**src/rtl/k005291_vram_arbiter.sv**
```systemverilog
// CPU/graphics arbiter for the K005291 scroll RAM, VRAM1 and VRAM2 ports.
// The tilemap fetch owns sub-slots 0-2; the CPU gets a 2-cycle window at P_SLOT_START.
module k005291_vram_arbiter #(
  parameter int P_SUBSLOTS   = 6,
  parameter int P_SLOT_START = 3
) (
  input  logic       i_EMU_MCLK,
  input  logic       i_EMU_RST,
  input  logic       i_EMU_6MPOSCEN_n,
  input  logic       i_VZCS_n,
  input  logic       i_VCS1_n,
  input  logic       i_VCS2_n,
  input  logic       i_CPURW,
  input  logic       i_CPUUDS_n,
  input  logic       i_CPULDS_n,
  output logic       o_RAM_CPUSEL,
  output logic       o_SCROLLRAM_WE_n,
  output logic [1:0] o_VRAM1_WE_n,
  output logic       o_VRAM2_WE_n,
  output logic       o_RDLATCH_EN,
  output logic       o_CPU_DTACK_n,
  output logic       o_BUSY
);

  localparam logic [2:0] LP_LAST  = 3'(P_SUBSLOTS - 1);
  localparam logic [2:0] LP_START = 3'(P_SLOT_START);

  typedef enum logic [2:0] {ST_IDLE, ST_WAIT, ST_ACCESS0, ST_ACCESS1, ST_DONE} state_t;
  typedef enum logic [1:0] {TGT_SCROLL, TGT_VRAM1, TGT_VRAM2} target_t;

  logic [2:0] r_s;
  logic [2:0] w_s_next;
  logic       r_req_q;
  logic       w_req;
  state_t     r_state;
  state_t     w_state_next;
  target_t    r_tgt;
  target_t    w_tgt;
  logic       w_latch;
  logic       r_rw;
  logic       r_uds;
  logic       r_lds;

  logic       r_cpusel,    w_cpusel;
  logic       r_scroll_we_n, w_scroll_we_n;
  logic [1:0] r_vram1_we_n,  w_vram1_we_n;
  logic       r_vram2_we_n,  w_vram2_we_n;
  logic       r_rdlatch,   w_rdlatch;
  logic       r_dtack_n,   w_dtack_n;
  logic       r_busy,      w_busy;

  // Sub-slot counter saturates so a missing pixel enable never opens a CPU window.
  always_comb begin
    if (!i_EMU_6MPOSCEN_n)    w_s_next = '0;
    else if (r_s >= LP_LAST)  w_s_next = LP_LAST;
    else                      w_s_next = r_s + 3'd1;
  end

  assign w_req = (~i_VZCS_n | ~i_VCS1_n | ~i_VCS2_n) & (~i_CPUUDS_n | ~i_CPULDS_n);

  always_comb begin
    if (!i_VZCS_n)      w_tgt = TGT_SCROLL;
    else if (!i_VCS1_n) w_tgt = TGT_VRAM1;
    else                w_tgt = TGT_VRAM2;
  end

  // NOTE: every output of this block gets a default before the case, so no latch is inferred.
  always_comb begin
    w_state_next = r_state;
    w_latch      = 1'b0;
    case (r_state)
      ST_IDLE:    if (r_req_q) w_state_next = ST_WAIT;
      ST_WAIT: begin
        // Decide on the upcoming sub-slot so ACCESS0 coincides with s == P_SLOT_START.
        if (!r_req_q) begin
          w_state_next = ST_IDLE;
        end else if (w_s_next == LP_START) begin
          w_state_next = ST_ACCESS0;
          w_latch      = 1'b1;
        end
      end
      ST_ACCESS0: w_state_next = ST_ACCESS1;
      ST_ACCESS1: w_state_next = ST_DONE;
      ST_DONE:    if (!r_req_q) w_state_next = ST_IDLE;
      default:    w_state_next = ST_IDLE;
    endcase

    w_cpusel      = (w_state_next == ST_ACCESS0) || (w_state_next == ST_ACCESS1);
    w_busy        = w_cpusel || (w_state_next == ST_WAIT);
    w_scroll_we_n = 1'b1;
    w_vram1_we_n  = 2'b11;
    w_vram2_we_n  = 1'b1;
    w_rdlatch     = 1'b0;
    if (w_state_next == ST_ACCESS1) begin
      if (r_rw) begin
        w_rdlatch = 1'b1;
      end else begin
        case (r_tgt)
          TGT_SCROLL: w_scroll_we_n = ~r_lds;
          TGT_VRAM1:  w_vram1_we_n  = {~r_uds, ~r_lds};
          default:    w_vram2_we_n  = ~r_lds;
        endcase
      end
    end
    // w_req is what r_req_q will hold during DONE, so DTACK tracks the live request.
    w_dtack_n = ~((w_state_next == ST_DONE) && w_req);
  end

  // NOTE: state registers use non-blocking assignments so every flop samples pre-edge values.
  always_ff @(posedge i_EMU_MCLK) begin
    if (i_EMU_RST) begin
      r_s           <= '0;
      r_req_q       <= 1'b0;
      r_state       <= ST_IDLE;
      r_tgt         <= TGT_SCROLL;
      r_rw          <= 1'b1;
      r_uds         <= 1'b0;
      r_lds         <= 1'b0;
      r_cpusel      <= 1'b0;
      r_scroll_we_n <= 1'b1;
      r_vram1_we_n  <= 2'b11;
      r_vram2_we_n  <= 1'b1;
      r_rdlatch     <= 1'b0;
      r_dtack_n     <= 1'b1;
      r_busy        <= 1'b0;
    end else begin
      r_s           <= w_s_next;
      r_req_q       <= w_req;
      r_state       <= w_state_next;
      if (w_latch) begin
        r_tgt <= w_tgt;
        r_rw  <= i_CPURW;
        r_uds <= ~i_CPUUDS_n;
        r_lds <= ~i_CPULDS_n;
      end
      r_cpusel      <= w_cpusel;
      r_scroll_we_n <= w_scroll_we_n;
      r_vram1_we_n  <= w_vram1_we_n;
      r_vram2_we_n  <= w_vram2_we_n;
      r_rdlatch     <= w_rdlatch;
      r_dtack_n     <= w_dtack_n;
      r_busy        <= w_busy;
    end
  end

  assign o_RAM_CPUSEL     = r_cpusel;
  assign o_SCROLLRAM_WE_n = r_scroll_we_n;
  assign o_VRAM1_WE_n     = r_vram1_we_n;
  assign o_VRAM2_WE_n     = r_vram2_we_n;
  assign o_RDLATCH_EN     = r_rdlatch;
  assign o_CPU_DTACK_n    = r_dtack_n;
  assign o_BUSY           = r_busy;

endmodule

```
**config.mk**
```make
export PLATFORM = sky130hd
export DESIGN_NAME = k005291_vram_arbiter
export DESIGN_NICKNAME = d
export VERILOG_FILES = /design/src/rtl/k005291_vram_arbiter.sv
export SDC_FILE = /design/constraint.sdc
export NUM_CORES = 1
export LEC_CHECK = 0
export BUFFER_PORTS_ARGS = -buffer_cell sky130_fd_sc_hd__buf_2
export CAP_MARGIN = 5
export CORE_MARGIN = 5
export CORE_UTILIZATION = 45
export CTS_CLUSTER_SIZE = 28
export DETAILED_ROUTE_END_ITERATION = 12
export HOLD_SLACK_MARGIN = 0.15
export PLACE_DENSITY_LB_ADDON = 0.1
export SLEW_MARGIN = 40
export SYNTH_ARGS = -nofsm -noshare
export SYNTH_HDL_FRONTEND = slang
export SYNTH_SLANG_ARGS = --single-unit
```
**constraint.sdc**
```tcl
create_clock -name i_EMU_MCLK -period 2.3 [get_ports i_EMU_MCLK]
set_input_delay 0.23 -clock i_EMU_MCLK [delete_from_list [all_inputs] [get_ports i_EMU_MCLK]]
set_output_delay 0.23 -clock i_EMU_MCLK [all_outputs]
set_load 0.02 [all_outputs]
```
==> run metrics, run 1 <==
area leader, netlist=dfxtp_1; clk buf depth=2; vias in the first global route=533; library cells used by synthesis=28; Critical Path End Type=register; core area=0.00171 sq mm; hold crit path type=primary input to register; Crit Path Class=register to register; residual DRC count=0; Max-slew headroom=78.3%; initial antenna violation count=0; Worst Setup Start Kind=register; Row Count=15; starting density of the core=47.0%; largest net degree at the start of global routing=18; drt first pass iters=4; I/O pin cnt=17; GRT Max-Usage Layer=met1; die area=0.00273 sq mm; post-synth top area share=49.8%; first-pass GRT wire length=2350 microns; Vias=591; Power Density=686 mW/mm^2; die height=52.3 microns; post-synthesis sequential area ratio=49.8%; Setup Skew=0.00781 ns; Synth Instances=76; layout cells sized above 1=30.3%; cell with the most instances after synthesis=dfxtp_1; DPL Wire Length=1020 microns; Final setup viols=0; flops & latches, synth=20; RD Place Congestion=0.712; First DRT Iteration DRCs=8; Mapped Area=803 sq um; Nets=111; clk root buf=clkbuf_4; Synth Area per Inst=10.6 sq um; worst reg-to-reg path cell count=6; outcome=complete, no violations; vias per std cell=4.77; die width=52.3 microns; main area contributors after synthesis=dfxtp_1 (50%), nor2_1 (4.2%), mux2i_1 (3.7%); Area growth, synth to finish=24.3%; Hold Crit Start=i_VZCS_n; worst slew pin tran=0.323 ns; CTS tree=built; final period utilization=80.3%; total track usage=11.7%; pre-CTS setup slack=0.461 ns; minimum clock period after layout=1.85 ns; FMAX=542 MHz; Clk Latency, worst-skew pair=0.30 ns; IR drop worst, VDD=527 uV; # diodes=0; number of port buffers=16; worst-path fanout max=5; Reg-to-Reg Start=r_s[1]$_SDFF_PP0_; GRT met3 Usage=2.56%; Clock Sinks=20; GR Layer Usage met1=17.0%; Overflow after GRT=0; LEAKAGE=0.392 nW; Yosys warning count=0; FF-to-FF End=r_rw$_SDFFE_PP1P_; Antenna Nets Post-Route=0; synthesized net count=87; CTS Buf Count=3; Top FF cell, synth=dfxtp_1; Worst Path Required=2.54 ns; Fin Setup TNS=0 ns; Post-Route WL=1390 microns; top cells by count, synth=dfxtp_1 (20), nor2_1 (9), nand2b_1 (4); Slew Limit Fails=0; RSZ-0062 raised after global routing=false; max_cap viols=0; worst hold endpoint=r_tgt[0]$_SDFFE_PP0P_; Hold Crit Depth=3; setup ws final=0.454 ns; FF-to-FF setup slack=0.45 ns; Global Route met2 Usage=15.9%; crit path DAT=2.09 ns; Setup Buffers After CTS=0; Synth async-reset ratio=0%; WL/cell=11.2 microns; H-tree depth=1; count of final hold-check violations=0; CTS clk-pin slew, worst paths=0.12 ns; Post-synth EDFFs=0
[logic make-up (layout without fill, tap and decap cells)]
family	Yosys count	in the layout	share of synthesized area [%]
and+or+nand+nor	34	34	26.8
DFF	20	20	49.8
AOI/OAI and AO/OA	11	11	10.9
muxes	5	5	7.48
adders and majority gates	2	2	3.11
buffers and inverters	4	27	1.87
[how the worst max path moves through the flow]
stage / cells after the start / endpoint / startpoint / slack (ns)
floorplan: 5 / r_lds$_SDFFE_PP0P_ / r_s[1]$_SDFF_PP0_ / 0.42
global placement: 6 / r_tgt[0]$_SDFFE_PP0P_ / r_s[1]$_SDFF_PP0_ / 0.51
detailed placement: 6 / r_rw$_SDFFE_PP1P_ / r_s[1]$_SDFF_PP0_ / 0.46
CTS: 6 / r_rw$_SDFFE_PP1P_ / r_s[1]$_SDFF_PP0_ / 0.43
global route: 6 / r_tgt[1]$_SDFFE_PP0P_ / r_s[1]$_SDFF_PP0_ / 0.30
finish: 6 / r_rw$_SDFFE_PP1P_ / r_s[1]$_SDFF_PP0_ / 0.45
[power breakdown]
group / total [W] / internal [W] / switching [W]
clock network: 0.000283 / 0.000176 / 0.000107
logic: 0.0000422 / 0.0000221 / 0.0000202
registers: 0.000360 / 0.000353 / 0.00000658
total: 0.000685 / 0.000551 / 0.000134
[critical path, stage by stage (launching register included)]
cell	delay, ns
dfxtp_1	0.38
inv_1	0.06
ha_1	0.29
or3b_4	0.40
a211oi_4	0.29
buf_4	0.20
mux2i_1	0.17
[repair_timing]
item	in CTS	in global routing
resized for setup	0	0
endpoints found under the hold margin	1	0
hold buffers	2	0
[metrics by stage]
stage          instance area [sq um]  total power, W  hold WS [ns]  std cells  util (%)
6_report                         998        0.000685         0.183        124      58.5
2_1_floorplan                    803        0.000391         0.315         76         -
5_1_grt                          998        0.000719         0.178        124      58.5
3_5_place_dp                     926        0.000407         0.417        118      54.2
4_1_cts                          998        0.000697         0.174        124      58.5
3_3_place_gp                     926        0.000406         0.405        118      54.2
[cell type report]
cell class	instances	area, sq um
fill	153	709
sequential	20	400
multi-input combinational	52	388
timing repair buffer	20	115
tap	25	31.3
clock inverter	1	30.0
clock buffer	3	22.5
inverter	3	11.3
[cell usage in the layout (no fill, tap or decap), types with 3 or more instances in the layout]
master / synthesis / final
a21oi_1: 3 / 3
buf_2: 0 / 16
clkbuf_4: 0 / 3
dfxtp_1: 20 / 20
inv_1: 3 / 3
mux2i_1: 3 / 3
nand2b_1: 4 / 4
nor2_1: 9 / 9
nor2b_1: 3 / 3
[registers in the layout (all words and copies together) (netlist names)]
signal,cells
o_SCROLLRAM_WE_n,1
o_RDLATCH_EN,1
r_s,3
r_lds,1
r_state,3
o_VRAM1_WE_n,2
o_CPU_DTACK_n,1
r_req_q,1
r_rw,1
o_VRAM2_WE_n,1
r_tgt,2
o_RAM_CPUSEL,1
r_uds,1
o_BUSY,1
[layer usage]
metal | up-vias | part of all wire, %
met4 | 0 | 1.2
met5 | - | 0
met1 | 262 | 52
met2 | 13 | 41
met3 | 2 | 5.1
li1 | 314 | -
Power figures use the tool's default switching activity.
==> inputs of run 2 (changes only) <==
clock period = 1.84 ns   (was 2.3 ns; I/O delays follow)
==> run 2 against run 1 <==
Against the previous run:
- sequential power increased by 25%
- design area increased by 1.4%
- worst hold slack got worse by 0.022 ns
- clock power decreased by 31%
- combinational power increased by 37%
- register-to-register slack got worse by 0.37 ns
- cell count increased by 1.6%
- first-iteration DRC count decreased by 63%
- utilization increased by 0.81 points
- non-clock buffer count increased by 3
- highest routed layer unchanged
==> run metrics, run 2 (synthesized netlist as in run 1, its figures left out) <==
outcome=complete, no violations; worst slew pin tran=0.316 ns (-0.00731 ns); total track usage=12.8% (+1.1 points); CP max stage delay=0.34 ns (-0.06 ns); layout cells sized above 1=33.7% (+3.4 points); post-placement cell area=926 sq um (unchanged); die height=52.3 microns (unchanged); minimum clock period after layout=1.75 ns (-0.0915 ns); die width=52.3 microns (unchanged); Worst Setup Start Kind=register; Post-Route WL=1440 microns (+3.2%); dpl cells=118 (unchanged); Top Registers=r_s: 3 flops, r_state: 3 flops; fin util=59.3% (+0.81 points); Fin Setup TNS=0 ns (unchanged); crit path DAT=1.94 ns (-0.15 ns); starting density of the core=47.0% (unchanged); max_cap viols=0 (unchanged); Power Density=696 mW/mm^2 (+1.4%); vias in the first global route=596 (+12%); Final setup viols=0 (unchanged); Antenna Nets Post-Route=0 (unchanged); WL/cell=11.4 microns (+1.5%); hold crit path type=primary input to register; Crit Path Class=register to register; clk root buf=clkbuf_4; DPL Wire Length=981 microns (-3.9%); FMAX=570 MHz (+5.2%); initial antenna violation count=0 (unchanged); Nets=114 (+2.7%); Worst Path Required=2.03 ns (-0.51 ns); first-pass GRT wire length=2480 microns (+5.6%); Non-Filler Instances=126 (+1.6%); Row Count=15 (unchanged); # diodes=0 (unchanged); die area=0.00273 sq mm (unchanged); count of final hold-check violations=0 (unchanged); Max stage delay cell, worst path=dfxtp_2; worst path bufs/invs=1 (-1); Area growth, synth to finish=26.0%; drt first pass iters=4 (unchanged); RD Place Congestion=0.728 (+2.1%); CTS Buf Count=3 (unchanged); Overall Power=0.000704 W (+2.8%); final instance area=0.00101 sq mm (+1.4%); CTS tree=built; Vias=610 (+3.2%); area of the multi-input gates=400 sq um (+3.2%); crit-path leading delay family=flip-flops; worst-path fanout max=4 (-1); critical path, cell by cell=buf_4 > ha_1 > or2_2 > a211oi_4 > mux2_4; Setup Skew=0.00217 ns (-0.00564 ns); commonest non-fill, non-tap cell in the layout=dfxtp_1; Max-slew headroom=78.9% (+0.55 points); core area=0.00171 sq mm (unchanged); I/O pin cnt=17 (unchanged); Overflow after GRT=0 (unchanged); Fill cells=158 (+3.3%); clk buf depth=2 (unchanged); LEAKAGE=0.395 nW (+0.79%); H-tree depth=1 (unchanged); Critical Path End Type=register; vias per std cell=4.84 (+1.6%); residual DRC count=0 (unchanged); final period utilization=95.4% (+15 points); RSZ-0062 raised after global routing=false; Slew Limit Fails=0 (unchanged); CTS clk-pin slew, worst paths=0.10 ns (-0.02 ns); largest net degree at the start of global routing=18 (unchanged); First DRT Iteration DRCs=3 (-5); Clock Sinks=20 (unchanged); number of port buffers=16 (unchanged); most frequent cells in the layout=dfxtp_1 (18), buf_2 (16), nor2_1 (9); IR drop worst, VDD=451 uV (-14%); Reg area=403 sq um (+0.62%); Clk Latency, worst-skew pair=0.29 ns (about the same)
==> run 2: cell types whose count changed in the layout (fill, tap and decap cells not counted), sizes merged <==
cell / delta
bufinv: -1
buf: +2
dlygate4sd3: +1
==> run 2: path summary, 6_finish.rpt <==
check	startpoint	end	slack (ns)	cells after the start
worst min-delay path	i_CPURW	r_rw$_SDFFE_PP1P_	0.16	3
worst min register to register	r_uds$_SDFFE_PP0P_	o_VRAM1_WE_n[1]$_SDFF_PP1_	0.41	1
worst max register to register	r_s[1]$_SDFF_PP0_	r_lds$_SDFFE_PP0P_	0.09	5
worst max-delay path	r_s[1]$_SDFF_PP0_	r_lds$_SDFFE_PP0P_	0.09	5
==> run 2: power by group <==
part           switching (W)  total (W)  internal, W
Combinational      0.0000263  0.0000580    0.0000317
Clock               0.000120   0.000196    0.0000760
Sequential        0.00000890   0.000451     0.000442
==> run 2: cell type report <==
cell class | instances | area share (%)
clock buffers | 3 | 2.22
inverters | 3 | 1.11
multi-input cells | 52 | 39.6
flip-flops and latches | 20 | 39.8
well taps | 25 | 3.09
repair buffers | 23 | 14.2
==> run 2: repair_timing <==
item                                   4_1_cts  5_1_grt
gates resized for setup                      3        1
endpoints found under the hold margin        3        0
pin swaps                                    1        2
hold buffers                                 3        0
setup endpoints to repair                    1        7
buffers inserted                             1        1
==> run 2: stage by stage <==
stage,setup slack [ns],hold WS [ns]
6_report,0.0850,0.161
5_1_grt,0.0132,0.153
4_1_cts,0.00654,0.151
3_5_place_dp,0.0201,0.391
3_3_place_gp,0.0593,0.400
2_1_floorplan,0.0157,0.269
==> run 2: metal layers <==
metal	vias to the layer above	track usage [%]	share of wire [%]	routed length [microns]
li1	318	-	-	-
met1	277	15.2	47	679
met2	13	20.1	45	641
met3	2	3.99	6.8	98
met4	0	7.66	1.2	17
met5	-	0	0	0
==> run 2: worst register-to-register path, stage by stage, from the launching register on <==
cell      delay [ns]
dfxtp_2         0.34
buf_4           0.13
ha_1            0.20
or2_2           0.33
a211oi_4        0.34
mux2_4          0.33
